File: config.mk
export PLATFORM = sky130hd
export DESIGN_NAME = dc_pwm
export DESIGN_NICKNAME = d
export VERILOG_FILES = /design/src/rtl/dc_pwm_pkg.sv /design/src/rtl/dc_deadtime.sv /design/src/rtl/dc_pwm.sv
export SDC_FILE = /design/constraint.sdc
export NUM_CORES = 1
export LEC_CHECK = 0
export CORE_ASPECT_RATIO = 0.5
export CORE_MARGIN = 2
export CORE_UTILIZATION = 55
export CTS_CLUSTER_DIAMETER = 150
export DETAILED_ROUTE_END_ITERATION = 8
export HOLD_SLACK_MARGIN = 0.02
export PLACE_DENSITY = 0.85
export SYNTH_ARGS = -nofsm -noshare
export SYNTH_HDL_FRONTEND = slang
export SYNTH_SLANG_ARGS = --single-unit
File: constraint.sdc
create_clock -name clk -period 7.9 [get_ports clk]
set_input_delay 1.975 -clock clk [delete_from_list [all_inputs] [get_ports clk]]
set_output_delay 1.975 -clock clk [all_outputs]
set_load 0.05 [all_outputs]
File: src/rtl/dc_pwm_pkg.sv
// Shared types and defaults for the dc_pwm gate-drive stage.
package dc_pwm_pkg;

    // Run/idle state of the PWM sequencer.
    typedef enum logic {
        IDLE = 1'b0,
        RUN  = 1'b1
    } pwm_state_t;

    // Default duty/period/counter width, matching the control datapath duty register.
    localparam int DUTY_W_DEF = 14;

    // Default dead-time counter width.
    localparam int DT_W_DEF = 6;

    // Smallest terminal count the counter ever runs with; shorter periods are stretched.
    localparam int PER_MIN = 2;

endpackage : dc_pwm_pkg

File: src/rtl/dc_deadtime.sv
// One dead-time leg: delays the rising edge of its input by a programmable
// number of clocks, passes falling edges through after one clock, and swallows
// pulses that are too short to outlast the delay. The gate output is registered.
module dc_deadtime
    import dc_pwm_pkg::*;
#(
    parameter int DT_W = DT_W_DEF
) (
    input  logic            clk,
    input  logic            rst,
    input  logic            in,
    input  logic [DT_W-1:0] dt,
    input  logic            kill,
    output logic            out
);

    logic            r_in_d;
    logic [DT_W-1:0] r_cnt;
    logic            r_out;
    logic            w_rise;

    // A rise is the input high now while it was low (or killed) the cycle before.
    assign w_rise = in & ~r_in_d;

    // Edge tracking, turn-on delay countdown and gate register.
    // NOTE: sequential state uses non-blocking assignments so every register
    // samples pre-edge values regardless of statement order.
    always_ff @(posedge clk or posedge rst) begin
        if (rst) begin
            r_in_d <= 1'b0;
            r_cnt  <= '0;
            r_out  <= 1'b0;
        end else if (kill) begin
            // Forget the input history so the next high level counts as a fresh rise.
            r_in_d <= 1'b0;
            r_cnt  <= '0;
            r_out  <= 1'b0;
        end else begin
            r_in_d <= in;
            if (!in) begin
                // Falling edge (or still low): drop the gate and cancel any pending rise.
                r_cnt <= '0;
                r_out <= 1'b0;
            end else if (w_rise) begin
                // Dead time is sampled here, once per rising edge.
                if (dt == '0) begin
                    r_cnt <= '0;
                    r_out <= 1'b1;
                end else begin
                    r_cnt <= dt;
                    r_out <= 1'b0;
                end
            end else if (r_cnt > DT_W'(1)) begin
                r_cnt <= r_cnt - DT_W'(1);
            end else begin
                // Delay expired with the input still high: turn the gate on (or keep it on).
                r_cnt <= '0;
                r_out <= 1'b1;
            end
        end
    end

    assign out = r_out;

endmodule : dc_deadtime

File: src/rtl/dc_pwm.sv
// Complementary PWM stage: shadowed duty/period, period counter with a
// per-period start strobe, clamped compare, and two dead-time protected legs.
module dc_pwm
    import dc_pwm_pkg::*;
#(
    parameter int DUTY_W = DUTY_W_DEF,
    parameter int DT_W   = DT_W_DEF
) (
    input  logic              clk,
    input  logic              rst,
    input  logic              en,
    input  logic [DUTY_W-1:0] duty,
    input  logic              duty_vld,
    input  logic [DUTY_W-1:0] period,
    input  logic [DT_W-1:0]   deadtime,
    output logic              pwm_hi,
    output logic              pwm_lo,
    output logic              cyc_start,
    output logic [DUTY_W-1:0] duty_act
);

    pwm_state_t        r_state;
    pwm_state_t        w_state_nxt;
    logic              w_load;

    logic [DUTY_W-1:0] r_cnt;
    logic [DUTY_W-1:0] r_per_act;
    logic [DUTY_W-1:0] r_duty_act;
    logic [DUTY_W-1:0] r_duty_sh;
    logic              r_cyc_start;

    logic [DUTY_W-1:0] w_per_new;
    logic [DUTY_W-1:0] w_duty_src;
    logic [DUTY_W:0]   w_lim;
    logic [DUTY_W-1:0] w_duty_clamped;
    logic              w_raw;
    logic              w_kill;

    // State register.
    always_ff @(posedge clk or posedge rst) begin
        if (rst) begin
            r_state <= IDLE;
        end else begin
            r_state <= w_state_nxt;
        end
    end

    // Next state and the shadow-load strobe (period boundary or start of run).
    // NOTE: every output of this block gets a default first, so no path leaves
    // a signal unassigned and no latch is inferred.
    always_comb begin
        w_state_nxt = r_state;
        w_load      = 1'b0;
        case (r_state)
            IDLE: begin
                if (en) begin
                    w_state_nxt = RUN;
                    w_load      = 1'b1;
                end
            end
            RUN: begin
                if (!en) begin
                    w_state_nxt = IDLE;
                end else if (r_cnt == r_per_act) begin
                    w_load = 1'b1;
                end
            end
            default: begin
                w_state_nxt = IDLE;
            end
        endcase
    end

    // Period to be loaded at the next boundary, stretched to the minimum length.
    assign w_per_new = (period < DUTY_W'(PER_MIN)) ? DUTY_W'(PER_MIN) : period;

    // A strobe landing on the load cycle bypasses the shadow register.
    assign w_duty_src = duty_vld ? duty : r_duty_sh;

    // Largest useful compare value: one past the terminal count gives 100 % duty.
    assign w_lim = {1'b0, w_per_new} + (DUTY_W + 1)'(1);

    // Clamp the signed duty word into [0, per_act+1] against the period being loaded.
    always_comb begin
        w_duty_clamped = w_duty_src;
        if (w_duty_src[DUTY_W-1]) begin
            w_duty_clamped = '0;
        end else if ({1'b0, w_duty_src} > w_lim) begin
            w_duty_clamped = w_lim[DUTY_W-1:0];
        end
    end

    // Period counter: restarts at each load, held at zero while idle.
    always_ff @(posedge clk or posedge rst) begin
        if (rst) begin
            r_cnt <= '0;
        end else if (w_load || (w_state_nxt == IDLE)) begin
            r_cnt <= '0;
        end else begin
            r_cnt <= r_cnt + DUTY_W'(1);
        end
    end

    // Shadow register: the last duty strobe wins, whether running or idle.
    always_ff @(posedge clk or posedge rst) begin
        if (rst) begin
            r_duty_sh <= '0;
        end else if (duty_vld) begin
            r_duty_sh <= duty;
        end
    end

    // Active period/compare values change only on a load, keeping each period glitch-free.
    always_ff @(posedge clk or posedge rst) begin
        if (rst) begin
            r_per_act  <= DUTY_W'(PER_MIN);
            r_duty_act <= '0;
        end else if (w_load) begin
            r_per_act  <= w_per_new;
            r_duty_act <= w_duty_clamped;
        end
    end

    // Start strobe lands on the same cycle the counter reads zero.
    always_ff @(posedge clk or posedge rst) begin
        if (rst) begin
            r_cyc_start <= 1'b0;
        end else begin
            r_cyc_start <= w_load;
        end
    end

    // Raw compare; the legs are held off whenever the stage is not running with en high.
    assign w_raw  = (r_cnt < r_duty_act);
    assign w_kill = !((r_state == RUN) && en);

    dc_deadtime #(
        .DT_W (DT_W)
    ) u_dt_hi (
        .clk  (clk),
        .rst  (rst),
        .in   (w_raw),
        .dt   (deadtime),
        .kill (w_kill),
        .out  (pwm_hi)
    );

    dc_deadtime #(
        .DT_W (DT_W)
    ) u_dt_lo (
        .clk  (clk),
        .rst  (rst),
        .in   (~w_raw),
        .dt   (deadtime),
        .kill (w_kill),
        .out  (pwm_lo)
    );

    assign cyc_start = r_cyc_start;
    assign duty_act  = r_duty_act;

endmodule : dc_pwm

==> summary.log <==
qor: clock_tree.insertion_delay 0.34 ns
qor: clock_tree.clkSlewWorstSetupHoldPaths 0.06 ns
qor: sta.post-route-period-util 0.765
qor: synth.ys_ff_latch 74
qor: power.clkPwrFrac 0.376
qor: critical_path.crit_path_max_fanout 27
qor: clock_tree.tritoncts.num_buffers 9
qor: power.netSwitchingPower 0.000351 W
qor: floorplan.floorplan.io_pins 55
qor: synth.dominantRegCellSynth sky130_fd_sc_hd__dfrtp_1
qor: floorplan.core 7460 um2
qor: floorplan.start_util 0.577
qor: critical_path.timing.critical_path.arrival 6.31 ns
qor: synth.synth.cell_area 4310 um2
qor: synth.synth.avg_cell_area 10.0 um2
qor: power.cell_internal_power 0.000811 W
qor: sta.final-max-slew-violation-count 0
qor: sta.finalHoldViolCount 0
qor: drt.first_iter_violations 265
qor: clock_tree.max-clock-path-buffers 2
qor: synth.synth_cell_types 41
qor: sta.period_needed 6.05 ns
qor: clock_tree.clock_sinks 74
qor: power.power.share.switching 0.302
qor: power.power.density_cell_area 221 nW/um2
qor: clock_tree.hold_buffers 0
qor: drt.route.detailed.drc 0
qor: sta.fin_worst_skew 0.00632 ns
qor: global_route.grt_pass1_vias 3,368
qor: critical_path.startpoint_class_of_the_critical_path primary input
qor: placed_design.dp.final_hpwl 7.24 mm
qor: sta.timing.setup.tns 0 ns
qor: critical_path.setup.worst_path.class in -> reg
qor: drt.drt_pre_antenna_iters 5
qor: cells_and_area.final_net_count 554
qor: run.cap_viol_max_count 0
qor: synth.postSynth.asyncResetShare 1.00
qor: placed_design.gpl.final_weighted_congestion 0.855
qor: drt.avgRoutedWirePerCell 16.6 um
qor: clock_tree.post-cts-setup-buffers 0
qor: power.power.sequential.fraction 0.376
qor: hold_path.hp-class reg -> reg
qor: synth.synth.yosys.seq_area_share 0.430
qor: sta.slew_headroom 0.342
qor: clock_tree.clock-root-buffer sky130_fd_sc_hd__clkbuf_16
qor: placed_design.port-buffer-count 54
qor: floorplan.die_x 129 um
qor: synth.syn_nets 500
qor: cells_and_area.utilization 0.705
qor: floorplan.die_h 66.6 um
qor: cells_and_area.n_antenna_cell 0
qor: clock_tree.cts-htree-levels 3
qor: drt.routed-via-count 3,406
qor: clock_tree.tritoncts yes
qor: global_route.grt_use_total 0.258
qor: synth.yosysWarningCount 0
qor: global_route.antenna_found_initial 0
qor: drt.detail_route.vias_per_cell 5.71
qor: run_status.run_status complete, no violations
qor: cells_and_area.syn2layout_area_growth 22.1%
qor: global_route.grt_first_pass_wirelength 16.7 mm
qor: floorplan.dieArea 8600 um2
qor: sta.rsz0062_at_grt false
qor: critical_path.crit_required 8.16 ns
qor: synth.synth_edf_count 0
qor: sta.max_freq 165 MHz
qor: global_route.grt_start_max_net_pins 75
qor: drt.routed_wirelength 9.87 mm
qor: drt.ant_nets 0
qor: power.irDropWorstVdd 0.000152 V
qor: cells_and_area.layout-drive-gt1-share 0.102
qor: clock_tree.cts_resized 0
qor: floorplan.rows 22
qor: power.power.static_leakage 2.42 nW
qor: global_route.grt_overflow_total 0
qor: power.combinationalPowerShare 0.247
qor: sta.setup-violations-final 0
qor: sta.worstMarginPinSlew 0.985 ns
qor: synth.post_syn_instances 429
qor: critical_path.critPathCaptureType flop
-- final timing paths --
path | cells past startpoint | endpoint | from | slack, ns
min in group asynchronous | 3 | r_cnt[0]$_DFF_PP0_ | rst | 2.23
max | 16 | duty_act[13]$_DFFE_PP0P_ | period[6] | 1.85
min | 2 | r_per_act[0]$_DFFE_PP0P_ | r_per_act[0]$_DFFE_PP0P_ | 0.50
max reg2reg | 8 | duty_act[13]$_DFFE_PP0P_ | r_duty_sh[13]$_DFF_PP0_ | 4.94
max in group asynchronous | 3 | r_duty_sh[0]$_DFF_PP0_ | rst | 5.10
min reg2reg | 2 | r_per_act[0]$_DFFE_PP0P_ | r_per_act[0]$_DFFE_PP0P_ | 0.50
-- area by class of cell --
class | instances | area [um2]
Multi-Input combinational cell | 313 | 2290
Fill cell | 541 | 2200
Sequential cell | 74 | 1850
Timing Repair Buffer | 55 | 548
Clock buffer | 11 | 243
Tap cell | 108 | 135
Inverter | 30 | 113
Clock inverter | 5 | 77.6
-- registers in the layout, summed over array words and instances, names as in the netlist, 6 cells and up --
register       cells
duty_act          14
u_dt_lo.r_cnt      6
u_dt_hi.r_cnt      6
r_per_act         14
r_duty_sh         14
r_cnt             14
-- per-stage QoR --
step | total power [W] | cell area (um2) | setup WS, ns | instances | hold WS [ns]
after floorplan | 0.000631 | 4310 | 3.06 | 429 | 0.469
after global placement | 0.000718 | 4940 | 1.75 | 580 | 0.486
after detailed placement | 0.000726 | 4940 | 1.60 | 580 | 0.493
after CTS | 0.00117 | 5260 | 1.92 | 596 | 0.505
after global routing | 0.00122 | 5260 | 1.52 | 596 | 0.545
final | 0.00116 | 5260 | 1.85 | 596 | 0.501
-- per-layer routing --
| layer | track usage | up-vias | wire [um] |
|---|---|---|---|
| met5 | 0 | - | 0 |
| met4 | 0.0951 | 0 | 155 |
| met3 | 0.0594 | 17 | 602 |
| met2 | 0.401 | 103 | 4580 |
| met1 | 0.354 | 1660 | 4540 |
| li1 | - | 1626 | - |
-- cell usage in the layout, fill, tap and decap left out, types with 2 or more instances in the layout --
master and instances:
sky130_fd_sc_hd__o21ai_0 5, sky130_fd_sc_hd__nor3_1 13, sky130_fd_sc_hd__bufinv_16 2, sky130_fd_sc_hd__nand4_1 6, sky130_fd_sc_hd__nand3_1 11, sky130_fd_sc_hd__and4_4 2, sky130_fd_sc_hd__o22ai_1 19, sky130_fd_sc_hd__dfrtp_1 73
sky130_fd_sc_hd__clkdlybuf4s50_1 54, sky130_fd_sc_hd__o21a_1 3, sky130_fd_sc_hd__nor4_1 6, sky130_fd_sc_hd__clkbuf_16 9, sky130_fd_sc_hd__clkinv_2 2, sky130_fd_sc_hd__and3_1 6, sky130_fd_sc_hd__o21ai_1 2, sky130_fd_sc_hd__and4_1 3
sky130_fd_sc_hd__and2_1 3, sky130_fd_sc_hd__nand2b_1 3, sky130_fd_sc_hd__nor2_1 45, sky130_fd_sc_hd__o221ai_1 2, sky130_fd_sc_hd__a21oi_1 18, sky130_fd_sc_hd__ha_1 33, sky130_fd_sc_hd__a21o_1 8, sky130_fd_sc_hd__a211oi_1 3
sky130_fd_sc_hd__xor2_1 31, sky130_fd_sc_hd__mux2_2 25, sky130_fd_sc_hd__xnor2_1 15, sky130_fd_sc_hd__a211o_1 13, sky130_fd_sc_hd__or3_1 2, sky130_fd_sc_hd__nand2_1 25, sky130_fd_sc_hd__inv_1 29
-- power groups by stage --
stage	sequential [W]	combinational, W	clock (W)
floorplan	0.000487	0.000144	0
global placement	0.000441	0.000277	0
detailed placement	0.000443	0.000283	0
CTS	0.000437	0.000286	0.000442
global route	0.000440	0.000314	0.000461
finish	0.000437	0.000287	0.000437
-- Yosys cell counts (all sizes together) (7+ instances only) --
| library cell | count | area, um2 |
|---|---|---|
| nand3 | 11 | 55.1 |
| xnor2 | 15 | 131 |
| dfrtp | 73 | 1830 |
| nand2 | 25 | 93.8 |
| xor2 | 31 | 272 |
| mux2 | 25 | 282 |
| o21ai | 7 | 35.0 |
| inv | 30 | 113 |
| a21oi | 18 | 90.1 |
| o22ai | 20 | 131 |
| nor2 | 45 | 169 |
| a21o | 8 | 60.1 |
| nor3 | 13 | 65.1 |
| a211o | 13 | 114 |
| ha | 33 | 413 |
| and3 | 7 | 48.8 |
-- cell families (layout without fill, tap and decap cells) --
| family | Yosys count | after routing | synth area share |
|---|---|---|---|
| multiplexers | 26 | 26 | 0.0677 |
| AND/OR/NAND/NOR | 127 | 127 | 0.143 |
| adder cells (fa/ha/maj) | 33 | 33 | 0.0959 |
| buffers and inverters | 42 | 101 | 0.0384 |
| AO/OA/AOI/OAI | 81 | 81 | 0.132 |
| XOR/XNOR | 46 | 46 | 0.0936 |
| flip-flops | 74 | 74 | 0.430 |
-- critical path, stage by stage --
cell and delay (ns):
sky130_fd_sc_hd__clkdlybuf4s50_1 0.54, sky130_fd_sc_hd__nor4_1 0.33, sky130_fd_sc_hd__nand4_1 0.17, sky130_fd_sc_hd__nand2b_1 0.13, sky130_fd_sc_hd__ha_1 0.20, sky130_fd_sc_hd__nand2_1 0.06
sky130_fd_sc_hd__nor2_1 0.32, sky130_fd_sc_hd__nand3_1 0.15, sky130_fd_sc_hd__xor2_1 0.26, sky130_fd_sc_hd__ha_1 0.29, sky130_fd_sc_hd__and4_1 0.19, sky130_fd_sc_hd__and2_1 0.17
sky130_fd_sc_hd__a31o_2 0.22, sky130_fd_sc_hd__a211oi_4 0.77, sky130_fd_sc_hd__or3b_1 0.44, sky130_fd_sc_hd__o22ai_2 0.09
(Power assumes the default switching activity.)
